[src/rtl/qs_srt_range_sched_pkg.sv]
// Shared types for the qs_srt quicksort range scheduler: range word, FSM states
// and the range liveness rule.
package qs_pkg;

    localparam int QS_AW = 16;

    // Packed so a range maps directly onto the stack word {hi,lo}.
    typedef struct packed {
        logic [QS_AW-1:0] hi;
        logic [QS_AW-1:0] lo;
    } range_t;

    typedef enum logic [3:0] {
        ST_IDLE,
        ST_ISSUE,
        ST_WAIT_RSP,
        ST_SPLIT,
        ST_POP,
        ST_POP_W1,
        ST_POP_W2,
        ST_DONE,
        ST_ERR
    } range_sched_state_t;

    // A range needs partitioning only if it holds at least two elements.
    function automatic logic range_live(input logic [QS_AW-1:0] lo, input logic [QS_AW-1:0] hi);
        return hi > lo;
    endfunction

endpackage

[src/rtl/qs_srt_range_sched_split.sv]
// Combinational split of a partitioned range around its final pivot into the
// left and right sub-ranges, with their liveness.
module qs_srt_range_split
    import qs_pkg::*;
(
    input  range_t           cur,
    input  logic [QS_AW-1:0] pivot,
    output logic             l_live,
    output logic             r_live,
    output range_t           l_rng,
    output range_t           r_rng
);

    always_comb begin
        l_rng.lo = cur.lo;
        l_rng.hi = pivot - QS_AW'(1);
        r_rng.lo = pivot + QS_AW'(1);
        r_rng.hi = cur.hi;
        // The outer compare guards the +/-1 so neither bound can wrap.
        l_live   = (pivot > cur.lo) && range_live(cur.lo, l_rng.hi);
        r_live   = (cur.hi > pivot) && range_live(r_rng.lo, cur.hi);
    end

endmodule

[src/rtl/qs_srt_range_sched.sv]
// Quicksort range scheduler: issues ranges to the partition engine, defers one
// sub-range per split onto the range stack and recovers deferred ranges by pop.
module qs_srt_range_sched
    import qs_pkg::*;
#(
    parameter int N  = 16,
    parameter int AW = QS_AW
) (
    input  logic            clk,
    input  logic            rst,
    input  logic            start_vld,
    input  logic [AW:0]     start_n,
    output logic            start_rdy,
    output logic            part_req_vld,
    output logic [AW-1:0]   part_req_lo,
    output logic [AW-1:0]   part_req_hi,
    input  logic            part_req_rdy,
    input  logic            part_rsp_vld,
    input  logic [AW-1:0]   part_rsp_pivot,
    output logic            stk_cmd_vld,
    output logic            stk_cmd_push,
    output logic [2*AW-1:0] stk_cmd_push_dat,
    output logic            stk_cmd_clr,
    input  logic [2*AW-1:0] stk_head_r,
    input  logic            stk_cmd_err_w,
    input  logic            stk_empty_w,
    input  logic            stk_full_w,
    output logic            busy_r,
    output logic            done_r,
    output logic            err_r
);

    localparam int DW = $clog2(N + 1);

    range_sched_state_t state_q, state_d;
    range_t             cur_q, cur_d;
    logic [AW-1:0]      pivot_q, pivot_d;
    logic [DW-1:0]      depth_q, depth_d;
    logic               busy_q, busy_d;
    logic               done_q, done_d;
    logic               err_q, err_d;
    logic               stk_full;

    logic   l_live, r_live;
    range_t l_rng, r_rng;

    qs_srt_range_split u_split (
        .cur    (cur_q),
        .pivot  (pivot_q),
        .l_live (l_live),
        .r_live (r_live),
        .l_rng  (l_rng),
        .r_rng  (r_rng)
    );

    always_comb begin
        state_d          = state_q;
        cur_d            = cur_q;
        pivot_d          = pivot_q;
        depth_d          = depth_q;
        err_d            = err_q;
        start_rdy        = 1'b0;
        part_req_vld     = 1'b0;
        part_req_lo      = '0;
        part_req_hi      = '0;
        stk_cmd_vld      = 1'b0;
        stk_cmd_push     = 1'b0;
        stk_cmd_push_dat = '0;
        stk_cmd_clr      = 1'b0;
        // Local occupancy count backs up the stack's own full flag.
        stk_full         = stk_full_w || (depth_q == DW'(N));

        case (state_q)
            ST_IDLE: begin
                start_rdy = 1'b1;
                if (start_vld) begin
                    stk_cmd_clr = 1'b1;
                    err_d       = 1'b0;
                    depth_d     = '0;
                    cur_d.lo    = '0;
                    cur_d.hi    = QS_AW'(start_n - (AW+1)'(1));
                    state_d     = (start_n <= (AW+1)'(1)) ? ST_DONE : ST_ISSUE;
                end
            end
            ST_ISSUE: begin
                part_req_vld = 1'b1;
                part_req_lo  = cur_q.lo;
                part_req_hi  = cur_q.hi;
                if (part_req_rdy) state_d = ST_WAIT_RSP;
            end
            ST_WAIT_RSP: begin
                if (part_rsp_vld) begin
                    pivot_d = part_rsp_pivot;
                    if (part_rsp_pivot < cur_q.lo || part_rsp_pivot > cur_q.hi) state_d = ST_ERR;
                    else state_d = ST_SPLIT;
                end
            end
            ST_SPLIT: begin
                if (l_live && r_live) begin
                    if (stk_full) begin
                        state_d = ST_ERR;
                    end else begin
                        stk_cmd_vld      = 1'b1;
                        stk_cmd_push     = 1'b1;
                        stk_cmd_push_dat = r_rng;
                        if (stk_cmd_err_w) begin
                            state_d = ST_ERR;
                        end else begin
                            cur_d   = l_rng;
                            depth_d = depth_q + DW'(1);
                            state_d = ST_ISSUE;
                        end
                    end
                end else if (l_live) begin
                    cur_d   = l_rng;
                    state_d = ST_ISSUE;
                end else if (r_live) begin
                    cur_d   = r_rng;
                    state_d = ST_ISSUE;
                end else if (stk_empty_w) begin
                    state_d = ST_DONE;
                end else begin
                    state_d = ST_POP;
                end
            end
            ST_POP: begin
                stk_cmd_vld = 1'b1;
                if (stk_cmd_err_w) begin
                    state_d = ST_ERR;
                end else begin
                    depth_d = depth_q - DW'(1);
                    state_d = ST_POP_W1;
                end
            end
            ST_POP_W1: state_d = ST_POP_W2;
            ST_POP_W2: begin
                cur_d   = range_t'(stk_head_r);
                state_d = ST_ISSUE;
            end
            ST_DONE:   state_d = ST_IDLE;
            ST_ERR:    state_d = ST_IDLE;
            default:   state_d = ST_IDLE;
        endcase

        busy_d = (state_d != ST_IDLE);
        done_d = (state_d == ST_DONE);
        if (state_d == ST_ERR) err_d = 1'b1;
    end

    always_ff @(posedge clk) begin
        if (rst) begin
            state_q <= ST_IDLE;
            cur_q   <= '0;
            pivot_q <= '0;
            depth_q <= '0;
            busy_q  <= 1'b0;
            done_q  <= 1'b0;
            err_q   <= 1'b0;
        end else begin
            state_q <= state_d;
            cur_q   <= cur_d;
            pivot_q <= pivot_d;
            depth_q <= depth_d;
            busy_q  <= busy_d;
            done_q  <= done_d;
            err_q   <= err_d;
        end
    end

    assign busy_r = busy_q;
    assign done_r = done_q;
    assign err_r  = err_q;

endmodule
[config.mk]
export PLATFORM = sky130hd
export DESIGN_NAME = qs_srt_range_sched
export DESIGN_NICKNAME = d
export VERILOG_FILES = /design/src/rtl/qs_srt_range_sched_pkg.sv /design/src/rtl/qs_srt_range_sched_split.sv /design/src/rtl/qs_srt_range_sched.sv
export SDC_FILE = /design/constraint.sdc
export NUM_CORES = 1
export LEC_CHECK = 0
export CAP_MARGIN = 30
export CORE_MARGIN = 2
export CORE_UTILIZATION = 51
export CTS_CLUSTER_SIZE = 8
export DETAILED_ROUTE_END_ITERATION = 7
export HOLD_SLACK_MARGIN = 0.12
export PLACE_DENSITY = 0.81
export SLEW_MARGIN = 20
export SYNTH_ARGS = -nofsm -noshare
export SYNTH_HDL_FRONTEND = slang
export SYNTH_SLANG_ARGS = --single-unit
[constraint.sdc]
create_clock -name clk -period 4.8 [get_ports clk]
set_clock_uncertainty 0.2 [all_clocks]
set_input_delay 0.96 -clock clk [delete_from_list [all_inputs] [get_ports clk]]
set_output_delay 0.96 -clock clk [all_outputs]
set_load 0.05 [all_outputs]
Word level (Yosys, flattened, before mapping)

Index checks and enable logic that the tools add are counted.

Register bits after elaboration: 60
Logic and storage cells: 98

Add/subtract/negate cells: 5
Reduce and logical (&&, ||, !) cells: 16
Eq/ne operators: 20
Order comparisons: 7
Multiplexer cells: 42

Operator list:

| operator                                                        | count |
|---|---|
| 2-to-1 mux 32 bit                                               | 8 |
| case mux 32 bit (3 select lines)                                | 1 |
| > comparator 16 bit                                             | 5 |
| 2-to-1 mux 16 bit                                               | 3 |
| 2-to-1 mux 4 bit                                                | 8 |
| subtractor 16 x 1 -> 16 bit, second input constant              | 2 |
| case mux 4 bit (7 select lines)                                 | 1 |
| 2-to-1 mux 5 bit                                                | 5 |
| less-or-equal comparator 17 x 1 -> 1 bit, second input constant | 1 |
| adder 16 x 1 -> 16 bit, second input constant                   | 1 |
| == test 4 x 3 -> 1 bit, second input constant                   | 4 |
| < comparator 16 bit                                             | 1 |
| inequality test 2 bit, second input constant                    | 8 |
| case mux 5 bit (3 select lines)                                 | 1 |
| 2-to-1 mux 1 bit                                                | 10 |
| AND reduction 5 bit                                             | 2 |
| 2-to-1 mux 3 bit                                                | 3 |
| inequality test 3 bit, second input constant                    | 3 |
| == test 4 x 2 -> 1 bit, second input constant                   | 2 |
| AND reduction 6 bit                                             | 1 |
| nonzero test 3 bit                                              | 2 |
| adder 5 x 1 -> 5 bit, second input constant                     | 1 |
| == test 5 bit, second input constant                            | 1 |
| subtractor 5 x 1 -> 5 bit, second input constant                | 1 |
| other kinds (10)                                                | 15 |

Longest topological paths before layout

Depth in word-level cells: 10
Mapped depth: 17
Gate-level depth less buffers: 15

By module

A second synthesis with hierarchy kept.

Cells, all modules: 919
Area, all modules: 6,922.9 um^2

Modules (own cells, without submodules):

| module             | cells an instance | times used | area each (um^2) |
|---|---|---|---|
| qs_srt_range_sched | 606               | 1          | 4,524.3 |
| qs_srt_range_split | 313               | 1          | 2,398.6 |

Worst setup path after synthesis

Ideal clock, no wire load.

Path kind: register to output
Start point: reg pivot_q[2]
End point: out stk_cmd_push_dat[13]
Arrival time: 3.944 ns
Required time: 3.640 ns
Stages on the path, launching flop included: 18
Slack: -0.304 ns
Path through: dfxtp_1 -> buf_2 -> and3_1 -> and2_1 -> nand4_1 -> nor2_1 -> nand4_1 -> xnor2_1 -> ha_1 -> nand4_1 -> or3_1 -> a21oi_1 -> o31a_1 -> nand2_1 -> or3_1 -> buf_2 -> buf_4 -> nor2_1

Longest elaborated chain between the ends: 6
Elaborated cells between the ends (all ways): 12

RTL lines:

| what                                                                         | line                                                           | text |
|---|---|---|
| from (decl)                                                                  | qs_srt_range_sched.sv:37                                       | `logic [AW-1:0] pivot_q, pivot_d;` |
| from (signal assigned)                                                       | qs_srt_range_sched.sv:162                                      | `pivot_q <= pivot_d;` |
| subtractor 16 x 1 -> 16 bit / adder 16 x 1 -> 16 bit (equally long branches) | qs_srt_range_sched_split.sv:16, qs_srt_range_sched_split.sv:17 |  |
| > comparator 16 bit                                                          | qs_srt_range_sched_pkg.sv:27                                   | `return hi > lo;` |
| logical AND 1 bit, on equally long branches                                  | qs_srt_range_sched_split.sv:20, qs_srt_range_sched_split.sv:21 |  |
| logical AND 1 bit                                                            | qs_srt_range_sched.sv:99                                       | `if (l_live && r_live) begin` |
| 2-to-1 mux 32 bit (*)                                                        | qs_srt_range_sched.sv:99                                       |  |
| 2-to-1 mux 32 bit (*)                                                        | qs_srt_range_sched.sv:73                                       | `case (state_q)` |
| to (decl)                                                                    | qs_srt_range_sched.sv:22                                       | `output logic [2*AW-1:0] stk_cmd_push_dat,` |

Every way passes the cells marked *; elsewhere a longest branch is shown, timed or not.

Worst setup path after layout

Start point: reg pivot_q[4]
End point: reg cur_q[23] (netlist bit)

Longest elaborated chain between the ends: 6
Elaborated cells between the ends (all ways): 18

RTL lines:

| what                                                                                     | line                                                           | text |
|---|---|---|
| subtractor 16 x 1 -> 16 bit / adder 16 x 1 -> 16 bit (equally long branches)             | qs_srt_range_sched_split.sv:16, qs_srt_range_sched_split.sv:17 |  |
| > comparator 16 bit                                                                      | qs_srt_range_sched_pkg.sv:27                                   |  |
| logical AND 1 bit, on equally long branches                                              | qs_srt_range_sched_split.sv:20, qs_srt_range_sched_split.sv:21 |  |
| logical AND 1 bit                                                                        | qs_srt_range_sched.sv:99                                       |  |
| inequality test 3 bit (no line) / 2-to-1 mux 32 bit (equally long branches)              | --                                                             |  |
| AND reduction 5 bit (no line) / case mux 32 bit (3 select lines) (equally long branches) | --                                                             |  |
| to (signal assigned)                                                                     | qs_srt_range_sched.sv:161                                      | `cur_q <= cur_d;` |
| to (decl)                                                                                | qs_srt_range_sched.sv:36                                       | `range_t cur_q, cur_d;` |

Parallel ways exist; a longest one is shown, timed or not. The select of a mux whose other input is x is not followed.
A chain may end at the register's enable or synchronous reset.

==> results.md <==
- Critical path class: register to register
- Placer Congestion: 0.994
- Post-DP HPWL: 18600 µm
- Sequential power share: 23.2%
- Setup crit end kind: register
- Synth area leader: ha_1
- GRT Overall Usage: 39.0%
- Main synth FF type: dfxtp_1
- PnR worst setup slack: -0.635 ns
- Sw Ratio: 41.4%
- Initial antenna violation count: 0
- CTS Hold Bufs: 0
- Power Dens Cells: 260 mW/mm²
- Fillers: 738
- Reg clk slew, reported paths: 0.06 ns
- Most common library cells after synthesis: ha_1 (102), nand2_1 (81), a21oi_1 (79), nor2_1 (77), dfxtp_1 (60)
- First drt pass iteration count: 8
- Status: finished, violations left
- Tmin final: 5.43 ns
- Largest net degree at the start of global routing: 55
- Power, Total: 2.59 mW
- Clock power share: 26.4%
- Grt ovf: 0
- HP Class: register to register
- Required time of the worst setup path: 4.86 ns
- Clock sinks: 60
- Syn Nets: 1013
- Area share of the largest cell type after synthesis: 20.0%
- Final Cycle Share: 113%
- Final Hold Viols: 0
- Util after Layout: 82.3%
- CP max FO: 23
- CP arrival: 5.50 ns
- Slowest CP cell: ha_1
- Reg2Reg Capture Point: cur_q[23]
- Clock buffer depth: 2
- Slowest stage delay, CP: 0.38 ns
- R2R depth: 30
- Slew HR: 39.5%
- Peak VDD IR: 0.203 mV
- Leak: 4.05 nW
- Die W: 116 µm
- Vias per Instance: 6.71
- Main area contributors after synthesis: ha_1 (20%), dfxtp_1 (19%), a21oi_1 (6.2%)
- Initial DRC count: 1104
- Global-route wire length before repair: 40000 µm
- CTS Buf Count: 9
- Cell row count: 40
- Gate power share: 50.4%
- Placed Area: 0.00884 mm²
- Worst hold slack: 0.273 ns
- Top-count cell post-synth: ha_1
- Fin nets: 1234
- Final TNS setup: -40.69 ns
- CP startpoint kind: register
- WL final: 29400 µm
- Worst Path Buf+Inv: 17
- Layout cells sized above 1: 24.6%
- Stages on worst setup path: 30
- Critical path destination: cur_q[23]
- Die Y: 116 µm
- Sequential fraction of the synthesis area: 18.8%
- Synth Area per Inst: 7.64 µm²
- DRC Markers: 0
- CP top delay family: buffers and inverters
- # setup viols final: 78
- Max-cap viol count: 0
- Post-Syn Instances: 837
- Worst Max-Slew Pin Slew: 0.904 ns
- Clock Tree Root: clkbuf_16
- Cell variety after synth: 67
- Pins Over Slew Limit: 0
- Failing checks: negative setup slack
- FF+latch count, synth: 60
- CTS H-tree lvls: 3
- Initial core utilization: 52.8%
- Vias: 8257
- Reg2reg start: pivot_q[4]
- Number of synthesized flops with an enable pin: 0
- R2R Setup Slk: -0.63 ns
- Worst-Skew Late Latency: 0.36 ns
- Area delta synth->final: 56.0%
- Ant. Diodes: 0
- Design area: 0.00997 mm²
- Mapped Area: 0.00639 mm²
- F_max: 0.184 GHz
- Die ar.: 0.0134 mm²
- Cell mode on critical path: buf_4
- Core ar.: 0.0121 mm²
- I/O Pins: 145
- P_sw: 1.07 mW
- Post-synth ARST share: 0%
- Ys Warns: 0
- Port bufs: 144
- Worst setup path start: pivot_q[4]
- RSZ-0062 raised after global routing: yes
- Vias in the first global route: 7680
- Routed len/inst: 23.8 µm
- Internal power: 1.52 mW
- CTS tree: done
- DRT antenna net count: 0
-- worst min-delay path by stage --
stage                startpoint     endpoint  slack (ns)  cells after the start
floorplan           pivot_q[15]  pivot_q[15]        0.25                      2
global placement          err_r        err_r        0.25                      2
detailed placement        err_r        err_r        0.26                      2
global route              err_r        err_r        0.30                      2
finish                    err_r        err_r        0.27                      2
CTS                       err_r        err_r        0.28                      2
-- cells by family after synthesis --
group	after synthesis	share of synthesized area, %
AOI/OAI and AO/OA	212	23.1
muxes	5	0.783
and+or+nand+nor	315	24.9
DFF	60	18.8
xor gates and xnor gates	41	5.62
buffers and inverters	101	6.50
adders and majority gates	103	20.3
-- per-layer routing --
layer | wire length [µm] | vias to the layer above | share of wire (%) | global-route usage [%]
met5 | 0 | - | 0 | 0
met4 | 2730 | 0 | 9.3 | 27.8
met3 | 3310 | 250 | 11 | 8.63
met2 | 13300 | 734 | 45 | 65.1
met1 | 10000 | 3751 | 34 | 43.9
li1 | - | 3522 | - | -
-- layout make-up --
cell class              instances  area (µm²)  share of cell area, %
clock buffers                  12         256                   2.57
clock inverters                 4        47.5                  0.477
inverters                      58         230                   2.31
multi-input cells             680        5300                   53.2
flip-flops and latches         60        1210                   12.1
well taps                     168         210                   2.11
repair buffers                249        2720                   27.2
-- power groups by stage --
stage | registers [mW] | logic, mW | clock network [mW]
CTS | 0.597 | 1.08 | 0.682
global placement | 0.606 | 0.966 | 0
floorplan | 0.591 | 0.643 | 0
finish | 0.603 | 1.31 | 0.684
detailed placement | 0.607 | 0.986 | 0
global route | 0.607 | 1.38 | 0.701
-- registers in the layout, indices dropped and copies added (netlist names) --
name	cells
pivot_q	16
err_r	1
done_r	1
depth_q	5
busy_r	1
state_q	4
cur_q	32
-- through the flow --
stage	std cells	setup WS (ns)
2_1_floorplan	837	-0.163
3_3_place_gp	1165	0.0527
3_5_place_dp	1165	-0.108
4_1_cts	1218	-0.187
5_1_grt	1231	-0.659
6_report	1231	-0.635
-- worst reg2reg max path, delay by kind of cell (launching register included) --
family	cells	cell delay, ns
DFF	1	0.32
xor gates and xnor gates	1	0.34
and+or+nand+nor	8	1.16
AOI/OAI and AO/OA	3	0.59
adders and majority gates	1	0.38
buffers and inverters	17	2.37
-- repair_timing --
action                                  4_1_cts  5_1_grt
endpoints found under the setup margin       34       78
hold endpoints to repair                      0        0
pin swaps                                    25       12
cloned                                        4        4
buffers inserted                             33       11
gates resized for setup                      48       39
-- layout by cell type, fill, tap and decap left out, drive strengths merged, types with 7 or more instances in the layout --
cell           netlist  final
a31oi               10     10
xor2                 9      9
clkbuf              27     12
nor2                78     78
a21o                17     17
clkdlybuf4s50        0    109
nand2b               9     10
a2bb2oi             14     14
nor2b                9      9
inv                 58     57
or3                  7      7
buf                 16    140
o21ai               17     17
a21oi               79     79
and3                37     39
a221o                8      8
nor3                16     16
nand3               29     29
a211oi              25     25
nor4                12     12
nand2               81     81
nand4               23     23
ha                 102    102
xnor2               32     32
dfxtp               60     60
No activity file was read; power rests on OpenSTA's default activity.
